--- config.mk ---
export PLATFORM = sky130hd
export DESIGN_NAME = scandbl_sequencer
export DESIGN_NICKNAME = d
export VERILOG_FILES = /design/src/rtl/scandbl_sequencer.sv
export SDC_FILE = /design/constraint.sdc
export NUM_CORES = 1
export LEC_CHECK = 0
export BUFFER_PORTS_ARGS = -buffer_cell sky130_fd_sc_hd__buf_2
export CAP_MARGIN = 10
export CORE_MARGIN = 2
export CORE_UTILIZATION = 60
export CTS_CLUSTER_SIZE = 25
export DETAILED_ROUTE_END_ITERATION = 10
export GPL_TIMING_DRIVEN = 1
export PLACE_DENSITY = 0.88
export SLEW_MARGIN = 10
export SYNTH_ARGS = -nofsm -noshare
export SYNTH_HDL_FRONTEND = slang
export SYNTH_SLANG_ARGS = --single-unit
--- constraint.sdc ---
create_clock -name clkvga -period 6.3 [get_ports clkvga]
set_clock_uncertainty 0.1 [all_clocks]
set_input_delay 0.315 -clock clkvga [delete_from_list [all_inputs] [get_ports clkvga]]
set_output_delay 0.315 -clock clkvga [all_outputs]
set_load 0.05 [all_outputs]
--- src/rtl/scandbl_sequencer.sv ---
// Scan-doubler sequencer: writes source lines into a two-bank line buffer and
// reads each finished line twice at VGA rate. Define SCANDBL_SEQ_STATS_EN for the lines-per-frame counter.
module scandbl_sequencer #(
  parameter int HSYNC_W = 81,
  parameter int VSYNC_W = 2744
) (
  input  logic        clkvga,
  input  logic        rst_n,
  input  logic        ce_video,
  input  logic        hsync_in_n,
  input  logic        vsync_in_n,
  input  logic        enable,
  output logic [10:0] wr_addr,
  output logic        wr_en,
  output logic [10:0] rd_addr,
  output logic        rd_valid,
  output logic        scan_odd,
  output logic        hsync_vga,
  output logic        vsync_vga,
  output logic [9:0]  line_len,
  output logic        ovf,
  output logic [9:0]  lines_per_frame
);
  localparam int HCW = $clog2(HSYNC_W + 1);
  localparam int VCW = $clog2(VSYNC_W + 1);

  typedef enum logic [1:0] {IDLE, PASS0, PASS1, WAIT} state_t;
  state_t state, state_nx;

  logic           sat, locked, vs_armed;
  logic           hs_act, line_done, vs_fall;
  logic [10:0]    rd_nx;
  logic           odd_nx, pass_start;
  logic [HCW-1:0] hcnt;
  logic [VCW-1:0] vcnt;

  assign hs_act    = ce_video & ~hsync_in_n;
  assign line_done = hs_act & locked & (wr_addr[9:7] != 3'd0);
  assign wr_en     = ce_video & ~sat;
  assign vs_fall   = ce_video & ~vsync_in_n & vs_armed;

  // The first hsync after reset only aligns the write address, so the first
  // line_done always follows a complete measured line.
  always_ff @(posedge clkvga or negedge rst_n) begin
    if (!rst_n) begin
      wr_addr  <= '0;
      line_len <= '0;
      ovf      <= 1'b0;
      sat      <= 1'b0;
      locked   <= 1'b0;
    end else if (ce_video) begin
      if (line_done) begin
        line_len <= wr_addr[9:0];
        wr_addr  <= {~wr_addr[10], 10'd0};
        sat      <= 1'b0;
      end else if (hs_act && !locked) begin
        wr_addr[9:0] <= '0;
        locked       <= 1'b1;
      end else if (wr_addr[9:0] == 10'h3ff) begin
        sat <= 1'b1;
        ovf <= 1'b1;
      end else begin
        wr_addr[9:0] <= wr_addr[9:0] + 10'd1;
      end
    end
  end

  always_comb begin
    state_nx   = state;
    rd_nx      = rd_addr;
    odd_nx     = scan_odd;
    pass_start = 1'b0;
    if (!enable) begin
      state_nx = IDLE;
    end else if (line_done) begin
      state_nx   = PASS0;
      rd_nx      = {wr_addr[10], 10'd0};
      odd_nx     = 1'b0;
      pass_start = 1'b1;
    end else begin
      case (state)
        PASS0:
          if (rd_addr[9:0] == line_len) begin
            state_nx   = PASS1;
            rd_nx[9:0] = '0;
            odd_nx     = 1'b1;
            pass_start = 1'b1;
          end else begin
            rd_nx[9:0] = rd_addr[9:0] + 10'd1;
          end
        PASS1:
          if (rd_addr[9:0] == line_len) state_nx = WAIT;
          else rd_nx[9:0] = rd_addr[9:0] + 10'd1;
        default: ;
      endcase
    end
  end

  always_ff @(posedge clkvga or negedge rst_n) begin
    if (!rst_n) begin
      state     <= IDLE;
      rd_addr   <= 11'h400;
      scan_odd  <= 1'b0;
      rd_valid  <= 1'b0;
      hsync_vga <= 1'b1;
      hcnt      <= '0;
    end else begin
      state    <= state_nx;
      rd_addr  <= rd_nx;
      scan_odd <= odd_nx;
      rd_valid <= (state_nx == PASS0) || (state_nx == PASS1);
      if (!enable) begin
        hsync_vga <= 1'b1;
        hcnt      <= '0;
      end else if (pass_start) begin
        hsync_vga <= 1'b0;
        hcnt      <= HCW'(HSYNC_W - 1);
      end else if (hcnt != '0) begin
        hcnt <= hcnt - HCW'(1);
      end else begin
        hsync_vga <= 1'b1;
      end
    end
  end

  // vs_armed holds the last sampled vsync level; a low sample while armed is
  // a falling edge. vsync_vga low means a pulse is running and edges are ignored.
  always_ff @(posedge clkvga or negedge rst_n) begin
    if (!rst_n) begin
      vs_armed  <= 1'b1;
      vsync_vga <= 1'b1;
      vcnt      <= '0;
    end else begin
      if (ce_video) vs_armed <= vsync_in_n;
      if (!enable) begin
        vsync_vga <= 1'b1;
        vcnt      <= '0;
      end else if (vs_fall && vsync_vga) begin
        vsync_vga <= 1'b0;
        vcnt      <= VCW'(VSYNC_W - 1);
      end else if (vcnt != '0) begin
        vcnt <= vcnt - VCW'(1);
      end else begin
        vsync_vga <= 1'b1;
      end
    end
  end

`ifdef SCANDBL_SEQ_STATS_EN
  logic [9:0] line_cnt;

  always_ff @(posedge clkvga or negedge rst_n) begin
    if (!rst_n) begin
      line_cnt        <= '0;
      lines_per_frame <= '0;
    end else if (vs_fall) begin
      lines_per_frame <= line_cnt;
      line_cnt        <= {9'd0, line_done};
    end else if (line_done) begin
      line_cnt <= line_cnt + 10'd1;
    end
  end
`else
  assign lines_per_frame = '0;
`endif

endmodule

**Word-level counts from Yosys, hierarchy flattened**

Cells that the tools add are included.
W data, S select, Z words.

- Output and inout port bits: 48
- Register bits after elaboration: 61
- Logic and storage cells: 98

- Mux-type cells: 34
- Reductions and logical operators: 19
- Add/subtract/negate cells: 4
- Equality and inequality tests: 13
- Bitwise logic cells: 12

Operator list:

| operator | number |
|---|---|
| $mux W10 | 6 |
| $mux W12 | 3 |
| $mux W7 | 3 |
| $add A10 B1 Y10 const B | 2 |
| $pmux W10 S2 | 1 |
| $mux W1 | 16 |
| $ne A3 B3 Y1 const B | 4 |
| $reduce_and A3 Y1 | 4 |
| $reduce_bool A12 Y1 | 1 |
| $sub A12 B1 Y12 const B | 1 |
| $eq A10 B10 Y1 | 1 |
| $eq A10 B10 Y1 const B | 1 |
| $mux W2 | 4 |
| $reduce_bool A7 Y1 | 1 |
| $sub A7 B1 Y7 const B | 1 |
| $and A1 B1 Y1 | 6 |
| $ne A3 B1 Y1 const B | 2 |
| $not A1 Y1 | 6 |
| $reduce_and A2 Y1 | 3 |
| $reduce_bool A2 Y1 | 3 |
| $reduce_bool A3 Y1 | 2 |
| $eq A2 B1 Y1 const B | 2 |
| $eq A2 B2 Y1 const B | 2 |
| $pmux W2 S2 | 1 |
| other kinds (5) | 6 |

**Depth between registers and ports, before layout**

- Depth after elaboration: 8
- Depth in mapped cells: 8
- Depth with buffers taken out: 7

**Worst setup path before layout**

OpenSTA, ideal clock, no wires.

- Kind: register -> register
- Start: reg rd_addr[3]
- End: reg rd_addr[0]
- Cell stages (with the launch flop): 8
- Data arrival time: 2.127 ns
- Period minus slack after synthesis: 2.292 ns
- Path buffers: 2
- Setup time: 0.066 ns
- Setup slack: 4.008 ns
- Data required time: 6.134 ns
- Cell sequence: dfrtp_1 clkbuf_1 xnor2_1 nand4_1 nor4_1 clkbuf_1 or2_2 mux2_2

- Longest elaborated chain between the ends: 4
- Elaborated cells between the ends (all ways): 6
- Those cells by class: eq/ne: 2; mux: 3; reduce/logical: 1

Ends and longest elaborated chain:

| element | line | text |
|---|---|---|
| from (decl) | 15 | `output logic [10:0] rd_addr,` |
| from (signal assigned) | 109 | `rd_addr <= rd_nx;` |
| $eq A10 B10 Y1 * | 83, 92 |  |
| $mux W10 | 83 | `if (rd_addr[9:0] == line_len) begin` |
| $pmux W10 S2 | 81 | `case (state)` |
| $mux W10 | 75 | `end else if (line_done) begin` |

Every way passes the cells marked *; elsewhere a longest branch is shown, timed or not.
A chain may end at the register's enable or synchronous reset.

**Final worst setup path**

- Start: reg wr_addr[9]
- End: reg wr_addr[5]

- Longest elaborated chain between the ends: 4
- Elaborated cells between the ends (all ways): 6
- Those cells by class: eq/ne: 2; mux: 1; bitwise: 1; reduce/logical: 2

Ends and longest elaborated chain:

| element | line | text |
|---|---|---|
| from (decl) | 13 | `output logic [10:0] wr_addr,` |
| from (signal assigned) | 54 | `wr_addr <= {~wr_addr[10], 10'd0};` |
| from (signal assigned) | 63 | `wr_addr[9:0] <= wr_addr[9:0] + 10'd1;` |
| $reduce_bool A3 Y1 | 38 | `assign line_done = hs_act & locked & (wr_addr[9:7] != 3'd0);` |
| $and A1 B1 Y1 | 38 |  |
| $ne A3 B3 Y1 (no source line) | - |  |
| $reduce_and A2 Y1 (no source line) | - |  |

Parallel ways exist; a longest one is shown, timed or not.

==> run summary <==
CTS max path bufs: 2
Post-synth top flop: dfrtp_1
I/O Buffers: 43
Number of synthesized flops with an enable pin: 0
DRC viols: 0
WP data arrival: 2.79 ns
Metal-1 WL: 3170 µm
Top cells by count, synth: 57 x dfrtp_1, 50 x nand2_1, 24 x nor2_1
Relative slew margins: 28.9%
Crit Path Max Fanout: 16
Peak VDD IR: 0.305 mV
CTS-repair resized insts: 0
Pre-antenna DRT Iters: 4
RSZ-0062 raised after global routing: no
FMAX: 377 MHz
Layout cell share with drive strength beyond 1: 18.4%
Critical path, cell by cell: nor3_1 -> a21oi_1 -> o21ai_1 -> or2_2 -> o31ai_1
Maxcap violations: 0
Final hold violation count: 0
Clock root cell: clkbuf_8
TritonCTS buffer count: 9
Row count: 27
Tcrit/Tclk final: 42.1%
FILL cells: 429
Final cell count without fillers: 475
Dpl cells: 460
Final worst-path setup slack: 3.65 ns
Die X: 78.3 µm
Status: completed
Async SR Flop Fraction: 100%
Worst-path clk slew: 0.07 ns
Leakage power: 1.75 nW
Critical Path RT: 6.44 ns
TritonCTS sink count: 61
Hold-fix buffers, CTS: 0
Critical-path top delay cell: a21oi_1
Delay-heaviest family, CP: compound AO/OA/AOI/OAI gates
Final setup vio count: 0
Yosys top cell by area: dfrtp_1
Crit Path Category: reg2reg
Die ar.: 6130 µm²
CTS tree: yes
Startpoint types: flip-flop
Gr usage total: 24.7%
Largest cells by area after synthesis: dfrtp_1 43%, nand2_1 5.7%, xnor2_1 3.7%
Die extent in y: 78.3 µm
Clock Latency Late Sink: 0.33 ns
Nets: 414
Register bit total from synthesis: 61
Diode count: 0
DR iter-0 viols: 161
Synth cell types: 52
Vias in the first global route: 2588
Count of final max-slew check failures: 0
ANT nets after route: 0
Total Wirelength: 6980 µm
Total number of yosys warnings: 0
Mapped cell area: 3310 µm²
CP max stage delay: 0.86 ns
Hold WC Path Type: in2async
Final Core Density: 68.6%
Global-route wire length before repair: 12000 µm
Syn avg cell area: 9.31 µm²
Slew @ Worst Pin: 1.07 ns
Vias per cell: 5.76
Setup Fix Bufs, Post-CTS: 0
Area Growth Syn to Fin: 11.9%
Initial antenna violation count: 0
Crit path time final: 2.65 ns
Starting density of the core: 61.3%
Post-synth top area share: 43.0%
Routed wl met3: 277 µm
Wire per inst: 14.7 µm
Core area: 5410 µm²
Gpl congestion: 0.829
Post-Place Worst Slack: 3.65 ns
GRT overflow: 0
Area of the multi-input gates: 1640 µm²
Largest net degree at the start of global routing: 62
Highest Signal Layer: met4
Count leader, synth: dfrtp_1
HPWL after DPL: 4910 µm
Gate count after technology mapping: 356
Setup TNS: 0 ns
Via count: 2736
Sequential element share of the synthesized area: 46.2%
Met2 Routed Length: 3420 µm
Htree depth: 3
Power Dens Cells: 429 nW/µm²
Reg area: 1530 µm²
Io pins: 54
Crit path buffers/inverters: 0
Worst Setup End Kind: flip-flop
[path summary, 6_finish.rpt]
check / start / to / slack [ns] / cells after the start
max in group asynchronous: rst_n / hcnt[0] / 5.56 / 2
max: wr_addr[9] / wr_addr[5] / 3.65 / 5
min in group clkvga: vsync_in_n / vs_armed / 0.14 / 2
min: rst_n / vcnt[9] / 0.05 / 2
min reg2reg: ovf / ovf / 0.38 / 1
max reg2reg: wr_addr[9] / wr_addr[5] / 3.65 / 5
[metrics by stage]
step | power [mW] | hold slack (ns) | area (µm²)
2_1_floorplan | 1.16 | -0.0806 | 3350
3_3_place_gp | 1.27 | 0.362 | 3540
3_5_place_dp | 1.30 | 0.358 | 3540
4_1_cts | 1.60 | 0.0702 | 3700
5_1_grt | 1.70 | 0.105 | 3710
6_report | 1.59 | 0.0520 | 3710
[worst register-to-register path, delay by kind of cell, from the launching register on]
kind / cells / cell delay, ns
AO/OA/AOI/OAI: 3 / 1.48
flip-flops: 1 / 0.45
AND/OR/NAND/NOR: 2 / 0.53
[area by class of cell]
class | instances | area share [%]
Inverter | 12 | 1.21
Multi-Input combinational cell | 269 | 44.3
Tap cell | 72 | 2.43
Clock buffer | 13 | 4.02
Clock inverter | 2 | 0.270
Timing Repair Buffer | 46 | 6.41
Sequential cell | 61 | 41.3
[logic make-up (layout without fill, tap and decap cells)]
| group | Yosys count | in the layout | share of synthesized area [%] |
|---|---|---|---|
| compound gates | 68 | 68 | 13.4 |
| xor+xnor | 27 | 27 | 7.13 |
| simple gates | 150 | 150 | 22.8 |
| fa+ha+maj | 9 | 9 | 3.40 |
| mux | 5 | 5 | 1.66 |
| buf+inv | 35 | 73 | 5.36 |
| other cells | 1 | 10 | 0.113 |
| flops | 61 | 61 | 46.2 |
[report_power, final]
part           switching (mW)  internal (mW)
clock                   0.141          0.150
combinational           0.458          0.232
sequential              0.113          0.495
[sequential cells by signal (all words and copies together) (netlist names), 2 cells and up]
register / count
line_len: 10
vcnt: 12
state: 2
rd_addr: 11
hcnt: 7
wr_addr: 11
[layout by cell type (no fill, tap or decap), drive strengths merged, types with 3 or more instances in the layout]
| cell | n |
|---|---|
| a21oi | 23 |
| dfrtp | 57 |
| nand2b | 8 |
| o2111ai | 3 |
| or2 | 4 |
| o21ai | 11 |
| and3 | 5 |
| clkbuf | 13 |
| o31ai | 8 |
| xnor2 | 14 |
| a22o | 3 |
| conb | 10 |
| dfstp | 4 |
| ha | 9 |
| inv | 12 |
| buf | 46 |
| nand2 | 51 |
| a21o | 3 |
| nand3b | 4 |
| nand3 | 14 |
| nor2 | 24 |
| nor2b | 3 |
| nor4 | 6 |
| nor3 | 9 |
| mux2 | 4 |
| or3 | 4 |
| nand4b | 3 |
| nand4 | 4 |
| or4 | 9 |
| xor2 | 13 |
[routing by layer]
metal / vias up / GRT usage, %
met5: - / 0
met3: 10 / 4.48
met1: 1335 / 33.9
met4: 0 / 11.8
li1: 1324 / -
met2: 67 / 38.1
Power figures use the tool's default switching activity.
